`config.mk`:
```
export PLATFORM = sky130hd
export DESIGN_NAME = forward_pipe_flat
export DESIGN_NICKNAME = d
export VERILOG_FILES = /design/src/rtl/forward_pipe_if.sv /design/src/rtl/forward_pipe.sv /design/src/flat_wrapper.sv
export SDC_FILE = /design/constraint.sdc
export NUM_CORES = 1
export LEC_CHECK = 0
export CAP_MARGIN = 20
export CORE_MARGIN = 3
export CORE_UTILIZATION = 30
export CTS_BUF_LIST = sky130_fd_sc_hd__clkbuf_2 sky130_fd_sc_hd__clkbuf_4 sky130_fd_sc_hd__clkbuf_8
export DETAILED_ROUTE_END_ITERATION = 10
export PLACE_DENSITY = 0.79
export RECOVER_POWER = 25
export REMOVE_ABC_BUFFERS = 1
export SLEW_MARGIN = 20
export SYNTH_ARGS = -nofsm -noshare
export SYNTH_HDL_FRONTEND = slang
export SYNTH_HIERARCHICAL = 1
export SYNTH_SLANG_ARGS = --single-unit
```
`constraint.sdc`:
```
create_clock -name clk -period 2.8 [get_ports clk]
set_clock_uncertainty 0.1 [all_clocks]
set_input_delay 0.7 -clock clk [delete_from_list [all_inputs] [get_ports clk]]
set_output_delay 0.7 -clock clk [all_outputs]
set_load 0.02 [all_outputs]
```
`src/rtl/forward_pipe_if.sv`:
```
// Issue/forwarding bus between a decode stage and the forward_pipe hazard unit.
// The slave side is the hazard unit; the master side is decode plus the datapath.
interface forward_pipe_if #(
  parameter int WIDTH  = 32,
  parameter int AW     = 5,
  parameter int STAGES = 2,
  parameter int CW     = 16
);
  logic                      issue_valid;
  logic [AW-1:0]             issue_rd;
  logic [AW-1:0]             rs;
  logic [AW-1:0]             rt;
  logic                      use_rs;
  logic                      use_rt;
  logic                      issue_is_load;
  logic [WIDTH-1:0]          rf_v1;
  logic [WIDTH-1:0]          rf_v2;
  logic [STAGES*WIDTH-1:0]   stage_out;
  logic                      flush;
  logic [WIDTH-1:0]          v1;
  logic [WIDTH-1:0]          v2;
  logic                      stall;
  logic                      issue_accept;
  logic                      wb_valid;
  logic [AW-1:0]             wb_rd;
  logic [CW-1:0]             stall_count;

  modport slave (
    input  issue_valid, issue_rd, rs, rt, use_rs, use_rt, issue_is_load,
           rf_v1, rf_v2, stage_out, flush,
    output v1, v2, stall, issue_accept, wb_valid, wb_rd, stall_count
  );

  modport master (
    output issue_valid, issue_rd, rs, rt, use_rs, use_rt, issue_is_load,
           rf_v1, rf_v2, stage_out, flush,
    input  v1, v2, stall, issue_accept, wb_valid, wb_rd, stall_count
  );
endinterface

```
`src/rtl/forward_pipe.sv`:
```
// Operand forwarding and load-use stall unit: tracks {valid, rd, is_load} per
// post-decode stage and picks the youngest producer for each source operand.

// Per-stage comparator: does this stage's entry produce rs / rt, and is it ready.
module fp_stage_match #(
  parameter int AW         = 5,
  parameter int IDX        = 1,
  parameter int LOAD_READY = 2
) (
  input  logic          vld,
  input  logic [AW-1:0] rd,
  input  logic          is_load,
  input  logic [AW-1:0] rs,
  input  logic [AW-1:0] rt,
  output logic          hit_rs,
  output logic          hit_rt,
  output logic          ready
);
  logic live;

  // rd = 0 is "no destination", so it can never satisfy a source
  assign live   = vld && (rd != '0);
  assign hit_rs = live && (rd == rs);
  assign hit_rt = live && (rd == rt);
  assign ready  = !(is_load && (IDX < LOAD_READY));
endmodule

module forward_pipe #(
  parameter int WIDTH      = 32,
  parameter int AW         = 5,
  parameter int STAGES     = 2,
  parameter int LOAD_READY = 2,
  parameter int CW         = 16
) (
  input  logic           clk,
  input  logic           reset,
  forward_pipe_if.slave  bus
);
  typedef struct packed {
    logic          vld;
    logic [AW-1:0] rd;
    logic          is_load;
  } entry_t;

  entry_t            pipe [1:STAGES];
  logic [STAGES:1]   hit_rs;
  logic [STAGES:1]   hit_rt;
  logic [STAGES:1]   rdy;
  logic              m_rs, r_rs, m_rt, r_rt;
  logic [WIDTH-1:0]  f_rs, f_rt;
  logic              stall;
  logic              accept;
  logic [CW-1:0]     cnt;

  for (genvar k = 1; k <= STAGES; k++) begin : g_stage
    fp_stage_match #(.AW(AW), .IDX(k), .LOAD_READY(LOAD_READY)) u_match (
      .vld     (pipe[k].vld),
      .rd      (pipe[k].rd),
      .is_load (pipe[k].is_load),
      .rs      (bus.rs),
      .rt      (bus.rt),
      .hit_rs  (hit_rs[k]),
      .hit_rt  (hit_rt[k]),
      .ready   (rdy[k])
    );
  end

  // Scan oldest to youngest so the lowest-numbered hit overrides the rest
  always_comb begin
    m_rs = 1'b0;
    r_rs = 1'b0;
    f_rs = '0;
    m_rt = 1'b0;
    r_rt = 1'b0;
    f_rt = '0;
    for (int k = STAGES; k >= 1; k--) begin
      if (hit_rs[k]) begin
        m_rs = 1'b1;
        r_rs = rdy[k];
        f_rs = bus.stage_out[(k-1)*WIDTH +: WIDTH];
      end
      if (hit_rt[k]) begin
        m_rt = 1'b1;
        r_rt = rdy[k];
        f_rt = bus.stage_out[(k-1)*WIDTH +: WIDTH];
      end
    end
  end

  assign stall  = bus.issue_valid &&
                  ((bus.use_rs && m_rs && !r_rs) || (bus.use_rt && m_rt && !r_rt));
  assign accept = bus.issue_valid && !stall && !bus.flush;

  assign bus.v1           = (m_rs && r_rs) ? f_rs : bus.rf_v1;
  assign bus.v2           = (m_rt && r_rt) ? f_rt : bus.rf_v2;
  assign bus.stall        = stall;
  assign bus.issue_accept = accept;
  assign bus.wb_valid     = pipe[STAGES].vld;
  assign bus.wb_rd        = pipe[STAGES].rd;
  assign bus.stall_count  = cnt;

  // Entries advance every cycle; a flush turns the stage-1 entry into a bubble
  always_ff @(posedge clk or posedge reset) begin
    if (reset) begin
      for (int k = 1; k <= STAGES; k++) pipe[k] <= '0;
    end else begin
      pipe[1] <= accept ? entry_t'({1'b1, bus.issue_rd, bus.issue_is_load}) : '0;
      for (int k = 2; k <= STAGES; k++)
        pipe[k] <= (k == 2 && bus.flush) ? '0 : pipe[k-1];
    end
  end

  always_ff @(posedge clk or posedge reset) begin
    if (reset)
      cnt <= '0;
    else if (stall && !bus.flush && cnt != '1)
      cnt <= cnt + 1'b1;
  end
endmodule

```
`src/flat_wrapper.sv`:
```
// flat-port wrapper written by rule: the top's interface ports become plain ports
module forward_pipe_flat 
#(
  parameter int WIDTH      = 32,
  parameter int AW         = 5,
  parameter int STAGES     = 2,
  parameter int LOAD_READY = 2,
  parameter int CW         = 16
)
  (clk, reset, bus_issue_valid, bus_issue_rd, bus_rs, bus_rt, bus_use_rs, bus_use_rt, bus_issue_is_load, bus_rf_v1, bus_rf_v2, bus_stage_out, bus_flush, bus_v1, bus_v2, bus_stall, bus_issue_accept, bus_wb_valid, bus_wb_rd, bus_stall_count);
  forward_pipe_if #(.WIDTH(WIDTH), .AW(AW), .STAGES(STAGES), .CW(CW)) bus_i ();
  input  logic clk;
  input  logic reset;
  input wire logic [$bits(bus_i.issue_valid)-1:0] bus_issue_valid;
  input wire logic [$bits(bus_i.issue_rd)-1:0] bus_issue_rd;
  input wire logic [$bits(bus_i.rs)-1:0] bus_rs;
  input wire logic [$bits(bus_i.rt)-1:0] bus_rt;
  input wire logic [$bits(bus_i.use_rs)-1:0] bus_use_rs;
  input wire logic [$bits(bus_i.use_rt)-1:0] bus_use_rt;
  input wire logic [$bits(bus_i.issue_is_load)-1:0] bus_issue_is_load;
  input wire logic [$bits(bus_i.rf_v1)-1:0] bus_rf_v1;
  input wire logic [$bits(bus_i.rf_v2)-1:0] bus_rf_v2;
  input wire logic [$bits(bus_i.stage_out)-1:0] bus_stage_out;
  input wire logic [$bits(bus_i.flush)-1:0] bus_flush;
  output wire logic [$bits(bus_i.v1)-1:0] bus_v1;
  output wire logic [$bits(bus_i.v2)-1:0] bus_v2;
  output wire logic [$bits(bus_i.stall)-1:0] bus_stall;
  output wire logic [$bits(bus_i.issue_accept)-1:0] bus_issue_accept;
  output wire logic [$bits(bus_i.wb_valid)-1:0] bus_wb_valid;
  output wire logic [$bits(bus_i.wb_rd)-1:0] bus_wb_rd;
  output wire logic [$bits(bus_i.stall_count)-1:0] bus_stall_count;
  assign bus_i.issue_valid = bus_issue_valid;
  assign bus_i.issue_rd = bus_issue_rd;
  assign bus_i.rs = bus_rs;
  assign bus_i.rt = bus_rt;
  assign bus_i.use_rs = bus_use_rs;
  assign bus_i.use_rt = bus_use_rt;
  assign bus_i.issue_is_load = bus_issue_is_load;
  assign bus_i.rf_v1 = bus_rf_v1;
  assign bus_i.rf_v2 = bus_rf_v2;
  assign bus_i.stage_out = bus_stage_out;
  assign bus_i.flush = bus_flush;
  assign bus_v1 = bus_i.v1;
  assign bus_v2 = bus_i.v2;
  assign bus_stall = bus_i.stall;
  assign bus_issue_accept = bus_i.issue_accept;
  assign bus_wb_valid = bus_i.wb_valid;
  assign bus_wb_rd = bus_i.wb_rd;
  assign bus_stall_count = bus_i.stall_count;
  forward_pipe #(.WIDTH(WIDTH), .AW(AW), .STAGES(STAGES), .LOAD_READY(LOAD_READY), .CW(CW)) u_core (.clk(clk), .reset(reset), .bus(bus_i));
endmodule
```
* After elaboration in Yosys (flattened, before gate mapping) *
Cells that the tools add are included.

operators by class
  $mul = 0
  mux-type cells = 14
  shift operators = 0
  magnitude comparators = 0
  divide/modulo/power cells = 0
  reductions and logical operators = 25
  bitwise gates (word level) = 0
  eq/ne operators = 5
  add/sub/neg operators = 1

operators with widths
  operator               count
  $mux 32                6
  $eq 5x5->1             4
  $logic_and 1x1->1      17
  $add 16x1->16 const B  1
  $ne 16x16->1 const B   1
  $mux 7                 2
  $reduce_bool 5->1      2
  $mux 1                 6
  $logic_not 1->1        5
  $logic_or 1x1->1       1

storage, ports and cells
  output and inout port bits = 88
  bits in registers = 29
  memories = 0
  RAM bits = 0
  word-level logic and storage cells = 51
  latch bits = 0
  input port bits = 150
  memory bits (read-only) = 0

* Longest topological paths before layout *
Gate-level depths: netlist of run 1.

  depth after elaboration = 13
  depth in mapped cells = 10
  depth with buffers taken out = 8

* Cells and area by module *
The synthesis of run 1 kept the hierarchy.

by module, submodules not included
  module                                      cells an instance  times used  area an instance (µm²)
  forward_pipe                                338                1           2596.2
  fp_stage_match (u_core.g_stage[2].u_match)  18                 1           135.1
  fp_stage_match (u_core.g_stage[1].u_match)  17                 1           127.6

* Worst setup path after synthesis of run 1 *
Ideal clock, no wire load.

  kind = register to output
  start point = reg u_core/pipe[9] (netlist name)
  end point = out bus_v1[10]
  stages on the path, launching flop included = 10
  path buffers = 3
  path slack = -0.399 ns
  data arrival time = 2.399 ns
  cell sequence = dfrtp_1 or4_1 nor2_1 nor4_1 buf_6 nor2b_1 clkbuf_1 clkbuf_1 a22oi_1 o21ai_0

between the ends
  cells in the longest elaborated chain, start to end = 6
  elaborated cells between the ends (all ways) = 9

ends and longest elaborated chain
  item                              line                 text
  start: declaration                forward_pipe.sv:45   entry_t pipe [1:STAGES];
  start signal: indexed assignment  forward_pipe.sv:109  pipe[k] <= (k == 2 && bus.flush) ? '0 : pipe[k-1];
  $reduce_bool 5->1                 forward_pipe.sv:22   assign live = vld && (rd != '0);
  $logic_and 1x1->1                 forward_pipe.sv:22
  $logic_and 1x1->1 (*)             forward_pipe.sv:23   assign hit_rs = live && (rd == rs);
  net u_core.hit_rs (one bit)       forward_pipe.sv:46   logic [STAGES:1] hit_rs;
  $mux 1                            forward_pipe.sv:77   if (hit_rs[k]) begin
  $logic_and 1x1->1                 forward_pipe.sv:94   assign bus.v1 = (m_rs && r_rs) ? f_rs : bus.rf_v1;
  $mux 32 (*)                       forward_pipe.sv:94
  end: declaration                  flat_wrapper.sv:25   output wire logic [$bits(bus_i.v1)-1:0] bus_v1;

Mark *: on every way through the listed nets, which the timed path passes. The rest lies on a longest branch.

* Final worst setup path of run 1 *
  start point = reg u_core/pipe[9] (netlist name)
  end point = out bus_v1[13]

The elaborated chain is that of the path after synthesis.

==> flow_summary.yaml, run 1 <==
status:
  status: "finished with violations"
  violations: "capacitance limit, slew limit, setup timing"
critical_path:
  cp_common_cell: "buf_4"
  crit_type: "flip-flop to output port"
  arrival_ns: 2.59
  r2r_start: "u_core/pipe[9]"
  r2r-end: "u_core/bus.stall_count[1]"
  cp.required_ns: 2.00
  cp_cell_sequence: "or4_4 > nor2_4 > nor4_4 > buf_4 > a22oi_2 > buf_4 > buf_4 > buf_12 > buf_4 > nand2_2 > o21ai_4 > buf_6"
  path_max_fanout: 15
  start_kind: "flip-flop"
  rrSetupSlack_ns: 0.08
  cpMaxStageDelayCell: "or4_4"
  slowest_delay_ns: 0.55
  crit_path_end_kind: "output port"
  r2r_cells: 12
detailed_routing:
  initialDrtViolationCount: 190
  wl_per_cell_um: 22.52
  vias: 4269
  wirelength_um: 17300
  ant_nets: 0
  first_pass_iters: 5
  drcViolationCount: 0
  vias_per_cell: 5.559
global_routing:
  grt_max_degree: 33
  grt_pass1_wl_um: 22980
  track_usage_pct: 28.06
  grt_pass1_vias: 4277
  grt_antenna_before_repair: 0
  gr-total-overflow: 0
placement:
  portBuffers: 237
  dp_hpwl_um: 10920
  gp_congestion: 0.9543
  dpl.cell_count: 726
die:
  io_pins: 238
  initial_utilization_pct: 31.65
  die-height_um: 103.1
  dieArea_sq_um: 10630
  rows: 34
  die_w_um: 103.1
  core_area_sq_um: 8934
cts:
  cts_max_level: 2
  root_buffer: "clkbuf_8"
  cts_tree: "yes"
  clkTransAtPathRegs_ns: 0.06
  holdBufCountCts: 0
  clk_path_buf_depth: 2
  clock_sinks: 29
  cts_buffers: 5
  clock_latency_ns: 0.28
synth:
  yosys_warnings: 6
  avgSynthCellArea_sq_um: 7.622
  syn-cell-area_sq_um: 2828
  synthCells: 371
timing:
  worst_slew_pin_slew_ns: 1.502
  fin_crit_sh_pct: 121.2
  fin_tns_setup_ns: -33.65
  hold_viol: 0
  layout_min_cycle_time_ns: 3.393
  finalSetupViolCount: 66
  grt_setup_unrepaired: "true"
  max_slew_margin_pct: -0.1465
  fmax_mhz: 294.8
  fin_ws_ns: -0.5926
  maxSlewViolCount: 29
cells_and_area:
  antenna_cells: 0
  area_growth_pct: 144.6
  design.final.nets: 811
  post_route_cells_drive_above_1_share_pct: 44.55
  fin_cells: 768
hold_path:
  min_from: "u_core/bus.stall_count[5]"
  holdPathEnd: "u_core/bus.stall_count[5]"
  min_path_type: "flip-flop to flip-flop"
  worstHoldPathCells: 1
pwr:
  p_total_mw: 1.469
  ir_worst_vdd_v: 0.0002674
  power.leakage_nw: 2.822
  power_density_nw_per_um2: 212.4
flow_run:
  maxCapViolCount: 1
## worst max path at each step
stage	depth (start not counted)	slack [ns]	startpoint	endpoint
2_1_floorplan	6	-4.90	bus_rs[2]	bus_v1[0]
3_3_place_gp	8	-1.30	bus_rs[2]	bus_v1[26]
3_5_place_dp	8	-1.31	bus_rs[2]	bus_v1[26]
4_1_cts	13	-0.57	u_core/bus.wb_rd[1]	bus_v1[22]
5_1_grt	11	-0.70	u_core/pipe[9]	bus_v1[8]
6_report	12	-0.59	u_core/pipe[9]	bus_v1[13]
## report_power, final
part / total (mW) / switching (mW) / internal [mW]
logic: 0.621 / 0.274 / 0.347
clock network: 0.416 / 0.158 / 0.258
registers: 0.432 / 0.00657 / 0.426
total: 1.47 / 0.438 / 1.03
## layout make-up
cell class	count	area, sq um
repair buffers	317	3395
multi-input cells	304	2546
fillers	588	2017
flip-flops and latches	29	725.7
well taps	108	135.1
clock buffers	5	68.82
clock inverters	2	35.03
inverters	3	11.26
## timing repair
action                                  4_1_cts  5_1_grt
resized for setup                           613       69
pin swaps                                    45       42
endpoints found under the setup margin       82       80
gates cloned                                 10        4
buffers inserted                             15       10
## registers in the layout (all words and copies together) (netlist names)
| register | cells |
|---|---|
| u_core/bus.wb_valid | 1 |
| u_core/pipe | 7 |
| u_core/bus.wb_rd | 5 |
| u_core/bus.stall_count | 16 |
## metal layers
layer  track usage, %  wire (um)  vias up
met5                0          0        -
met4            9.263        704        0
met3            6.360       1518       60
met2            50.86       8830      244
met1            32.41       6244     2031
li1                 -          -     1934
## stage by stage
stage	hold slack [ns]	utilization [%]	setup WS [ns]	cell area (sq um)
floorplan	0.3853	-	-4.901	2655
global placement	0.3813	63.14	-1.296	5640
detailed placement	0.3954	63.14	-1.310	5640
CTS	0.4130	73.24	-0.5684	6543
global route	0.4314	77.42	-0.6961	6917
finish	0.4115	77.42	-0.5926	6917
## worst max-delay path: cells and delay by family (launching register included)
kind / cells / cell delay (ns)
DFF: 1 / 0.38
AOI/OAI and AO/OA: 2 / 0.25
and+or+nand+nor: 4 / 0.89
buffers and inverters: 6 / 0.79
## layout by cell type, fill, tap and decap left out, types with 2 or more instances in the layout
| master | n |
|---|---|
| a21oi_1 | 2 |
| a21oi_4 | 3 |
| a22oi_1 | 20 |
| a22oi_2 | 45 |
| and2_1 | 6 |
| and2b_4 | 2 |
| and3_1 | 3 |
| and4_1 | 2 |
| and4_4 | 2 |
| buf_12 | 17 |
| buf_16 | 8 |
| buf_2 | 5 |
| buf_4 | 72 |
| buf_6 | 46 |
| buf_8 | 2 |
| clkbuf_16 | 4 |
| clkbuf_8 | 5 |
| clkdlybuf4s50_1 | 160 |
| dfrtp_1 | 29 |
| inv_1 | 3 |
| mux2_4 | 2 |
| nand2_1 | 49 |
| nand2_2 | 14 |
| nand2_4 | 11 |
| nand3_1 | 6 |
| nand4_1 | 8 |
| nor2_4 | 3 |
| nor2b_1 | 7 |
| nor3b_2 | 3 |
| nor4_4 | 2 |
| o21ai_0 | 2 |
| o21ai_1 | 36 |
| o21ai_2 | 21 |
| o21ai_4 | 7 |
| or4_4 | 2 |
| xnor2_1 | 17 |
| xnor2_2 | 6 |
| xor2_1 | 8 |
| xor2_2 | 2 |
No activity file was read; power rests on OpenSTA's default activity.
==> run 2: changes to the inputs <==
GPL_ROUTABILITY_DRIVEN = 0   (was not set)
SKIP_CTS_REPAIR_TIMING = 1   (was not set)
==> flow_summary.yaml, run 2 (same netlist as run 1, synthesis figures left out) <==
pwr:
  power_density_nw_per_um2: 214.8
  power.leakage_nw: 2.824
  ir_worst_vdd_v: 0.0002581
  p_total_mw: 1.454
cells_and_area:
  area.sequential_sq_um: 725.7
  area_growth_pct: 139.4
  largest_register_ffs: 16
  multiInputGateArea_sq_um: 2487
  fin_cells: 769
  design.final.nets: 812
  layout_commonest_cell: "clkdlybuf4s50_1"
  antenna_cells: 0
  mostFrequentLayoutCells: "160 x clkdlybuf4s50_1, 71 x buf_4, 48 x buf_6"
  post_route_cells_drive_above_1_share_pct: 42.06
  nFillCells: 591
die:
  dieArea_sq_um: 10630
  rows: 34
  die-height_um: 103.1
  io_pins: 238
  core_area_sq_um: 8934
  die_w_um: 103.1
  initial_utilization_pct: 31.65
global_routing:
  grt_pass1_vias: 3842
  grt_pass1_wl_um: 19890
  grt_max_degree: 35
  gr-total-overflow: 0
  track_usage_pct: 23.74
  grt_antenna_before_repair: 0
critical_path:
  crit_path_end_kind: "output port"
  path_max_fanout: 17
  cp.required_ns: 2.00
  r2r_start: "u_core/pipe[12]"
  crit_type: "flip-flop to output port"
  start_kind: "flip-flop"
  cp-startpoint: "u_core/pipe[11]"
  arrival_ns: 2.67
detailed_routing:
  vias_per_cell: 5.508
  wirelength_um: 16560
  wl_per_cell_um: 21.53
  initialDrtViolationCount: 188
  vias: 4236
  drcViolationCount: 0
  ant_nets: 0
  first_pass_iters: 5
timing:
  hold_viol: 0
  hold_ws_ns: 0.4149
  maxSlewViolCount: 30
  layout_min_cycle_time_ns: 3.468
  fin_crit_sh_pct: 123.9
  max_slew_margin_pct: -3.251
  grt_setup_unrepaired: "true"
  fin_ws_ns: -0.6683
  worst_slew_pin_slew_ns: 1.549
  fmax_mhz: 288.3
  finalSetupViolCount: 66
placement:
  dpl.cell_count: 727
  dp_hpwl_um: 11400
  portBuffers: 237
cts:
  cts_tree: "yes"
  root_buffer: "clkbuf_8"
  clkTransAtPathRegs_ns: 0.06
  clock_latency_ns: 0.28
  clock_sinks: 29
  cts_max_level: 2
  cts_buffers: 5
  clk_path_buf_depth: 2
status:
  violations: "capacitance limit, slew limit, setup timing"
  status: "finished with violations"
hold_path:
  min_from: "u_core/bus.stall_count[5]"
  min_path_type: "flip-flop to flip-flop"
flow_run:
  maxCapViolCount: 1
-- run 2: final timing paths --
path | endpoint | slack (ns) | cells after the start
worst max-delay path | bus_v1[16] | -0.67 | 11
worst min-delay path | u_core/bus.stall_count[5] | 0.41 | 1
worst max register to register | u_core/bus.stall_count[14] | 0.06 | 12
worst min register to register | u_core/bus.stall_count[5] | 0.41 | 1
max in group asynchronous | u_core/bus.stall_count[1] | 0.39 | 3
min in group asynchronous | u_core/bus.stall_count[7] | 1.30 | 3
-- run 2: area by class of cell --
type | count | share of cell area, %
Clock buffer | 5 | 1.016
Clock inverter | 2 | 0.5175
Inverter | 3 | 0.1663
Multi-Input combinational cell | 304 | 36.74
Sequential cell | 29 | 10.72
Tap cell | 108 | 1.996
Timing Repair Buffer | 318 | 48.84
-- run 2: metal layers --
layer | vias to the layer above | part of all wire [%] | global-route usage [%] | wire [um]
li1 | 1922 | - | - | -
met1 | 2033 | 37 | 28.59 | 6176
met2 | 243 | 51 | 42.23 | 8373
met3 | 38 | 9.2 | 5.683 | 1526
met4 | 0 | 2.9 | 6.175 | 480
met5 | - | 0 | 0 | 0
-- run 2: through the flow --
stage | worst slack [ns] | cell area (sq um) | utilization [%] | setup TNS [ns]
2_1_floorplan | -4.901 | 2655 | - | -326.70
3_3_place_gp | -1.340 | 5635 | 63.08 | -85.30
3_5_place_dp | -1.361 | 5635 | 63.08 | -88.58
4_1_cts | -1.400 | 5739 | 64.24 | -84.01
5_1_grt | -0.7340 | 6770 | 75.78 | -42.25
6_report | -0.6683 | 6770 | 75.78 | -36.79
-- run 2: power breakdown --
group	internal, mW	switching (mW)	total (mW)
Clock	0.258	0.152	0.410
Sequential	0.426	0.00660	0.433
Combinational	0.346	0.266	0.612
Total	1.03	0.425	1.45
-- run 2: critical path: stages, from the launching register on --
cell     delay (ns)
dfrtp_1        0.39
or4_4          0.56
nor2_4         0.19
nor4_4         0.09
buf_4          0.15
buf_6          0.11
a22oi_2        0.17
buf_4          0.18
buf_12         0.15
nand2_1        0.09
o21ai_1        0.13
buf_4          0.18
==> run 3: changes to the inputs <==
ABC_AREA = 1   (was not set)
CORE_UTILIZATION = 33   (was 30)
REMOVE_ABC_BUFFERS = not set   (was 1)
SLEW_MARGIN = not set   (was 20)
==> flow_summary.yaml, run 3 <==
timing:
  fmax_mhz: 324.4
  max_slew_margin_pct: -0.1014
  fin_ws_ns: -0.2825
  fin_tns_setup_ns: -11.70
  finalSetupViolCount: 66
  fin_crit_sh_pct: 110.1
  maxSlewViolCount: 29
  hold_viol: 0
  grt_setup_unrepaired: "true"
  worst_slew_pin_slew_ns: 1.502
  layout_min_cycle_time_ns: 3.082
die:
  die-height_um: 107.9
  rows: 36
  die_w_um: 107.9
  core_area_sq_um: 9955
  initial_utilization_pct: 34.43
  dieArea_sq_um: 11640
  io_pins: 238
status:
  status: "finished with violations"
  violations: "capacitance limit, slew limit, setup timing"
detailed_routing:
  vias_per_cell: 5.335
  initialDrtViolationCount: 522
  first_pass_iters: 7
  drcViolationCount: 0
  wl_per_cell_um: 18.08
  vias: 5516
  ant_nets: 0
  wirelength_um: 18690
placement:
  portBuffers: 237
  dp_hpwl_um: 12460
  dpl.cell_count: 1000
critical_path:
  start_kind: "primary input"
  crit_path_end_kind: "output port"
  arrival_ns: 2.28
  cp.required_ns: 2.00
  path_max_fanout: 15
  crit_type: "primary input to output port"
cells_and_area:
  antenna_cells: 0
  layout_commonest_cell: "nand2_1"
  area_growth_pct: 109.0
  largest_register_ffs: 16
  mostFrequentLayoutCells: "210 x nand2_1, 160 x clkdlybuf4s50_1, 77 x buf_4"
  nFillCells: 793
  post_route_cells_drive_above_1_share_pct: 31.19
  fin_cells: 1034
  design.final.nets: 1051
pwr:
  power.leakage_nw: 3.089
  power_density_nw_per_um2: 210.5
  ir_worst_vdd_v: 0.0002830
cts:
  clkTransAtPathRegs_ns: 0.06
  clock_latency_ns: 0.28
  cts_tree: "yes"
  clk_path_buf_depth: 2
  root_buffer: "clkbuf_8"
  cts_max_level: 2
  clock_sinks: 29
  cts_buffers: 5
global_routing:
  track_usage_pct: 24.47
  grt_antenna_before_repair: 0
  gr-total-overflow: 0
  grt_pass1_wl_um: 23130
  grt_pass1_vias: 4673
  grt_max_degree: 43
synth:
  synth_fp_nets: 788
  yosys_warnings: 6
  avgSynthCellArea_sq_um: 5.380
  syn-cell-area_sq_um: 3427
  synthCells: 637
hold_path:
  min_path_type: "flip-flop to flip-flop"
flow_run:
  maxCapViolCount: 1
-- run 3: changes by cell type in the layout (fill, tap and decap cells not counted), sizes merged, moves of 5 or more --
cell,previous run,this run
nor2b,9,0
a22oi,65,0
xor2,10,5
a21oi,5,33
xnor2,23,7
buf,137,124
inv,3,57
nand2,74,227
and2,7,0
a31oi,1,32
nand3,7,48
o21ai,66,34
nor2,4,111
-- run 3: final timing paths --
check,from,to,slack (ns),cells after the start
worst max register to register,u_core/bus.wb_rd[1],u_core/bus.stall_count[14],0.42,18
min in group asynchronous,reset,u_core/bus.wb_rd[1],1.26,3
worst max-delay path,bus_rt[1],bus_v2[20],-0.28,14
worst min-delay path,u_core/pipe[13],u_core/bus.wb_valid,0.40,2
max in group asynchronous,reset,u_core/pipe[10],0.36,3
worst min register to register,u_core/pipe[13],u_core/bus.wb_valid,0.40,2
-- run 3: critical path, stage by stage --
cell       delay [ns]
buf_8            0.08
inv_1            0.03
nand2_1          0.05
nand2_1          0.05
nor2_1           0.11
nand3_1          0.12
nor2_4           0.17
buf_6            0.12
buf_6            0.12
clkbuf_16        0.18
nor2_2           0.05
a21oi_1          0.21
o21ai_1          0.11
buf_4            0.17
-- run 3: layout make-up --
cell class	instances	area, sq um	share of cell area, %
timing repair buffer	299	3062	42.74
tap	133	166.4	2.323
clock inverter	2	37.54	0.5240
inverter	57	214.0	2.987
clock buffer	6	82.58	1.153
multi-input combinational	508	2873	40.10
sequential	29	728.2	10.17
-- run 3: routing by layer --
metal  up-vias  part of all wire (%)  track usage, %
met3        99                    10           4.919
met5         -                     0               0
met2       376                    49           42.72
met1      2491                    37           30.30
li1       2550                     -               -
met4         0                   4.7           7.484
-- run 3: through the flow --
step	hold WS (ns)	total power, mW	setup slack, ns	instance area (sq um)	utilization, %
2_1_floorplan	0.3580	0.6408	-0.1442	3617	-
3_3_place_gp	0.3830	1.013	-1.291	6319	63.47
3_5_place_dp	0.3914	1.021	-1.246	6319	63.47
4_1_cts	0.4004	1.487	-1.269	6439	64.68
5_1_grt	0.4080	1.575	-0.3584	7163	71.96
6_report	0.3950	1.508	-0.2825	7163	71.96
-- run 3: power breakdown --
part,leakage [nW],internal (mW),switching [mW]
Combinational,2.64,0.342,0.272
Sequential,0.396,0.427,0.0102
Clock,0.0574,0.289,0.167
Total,3.09,1.06,0.449
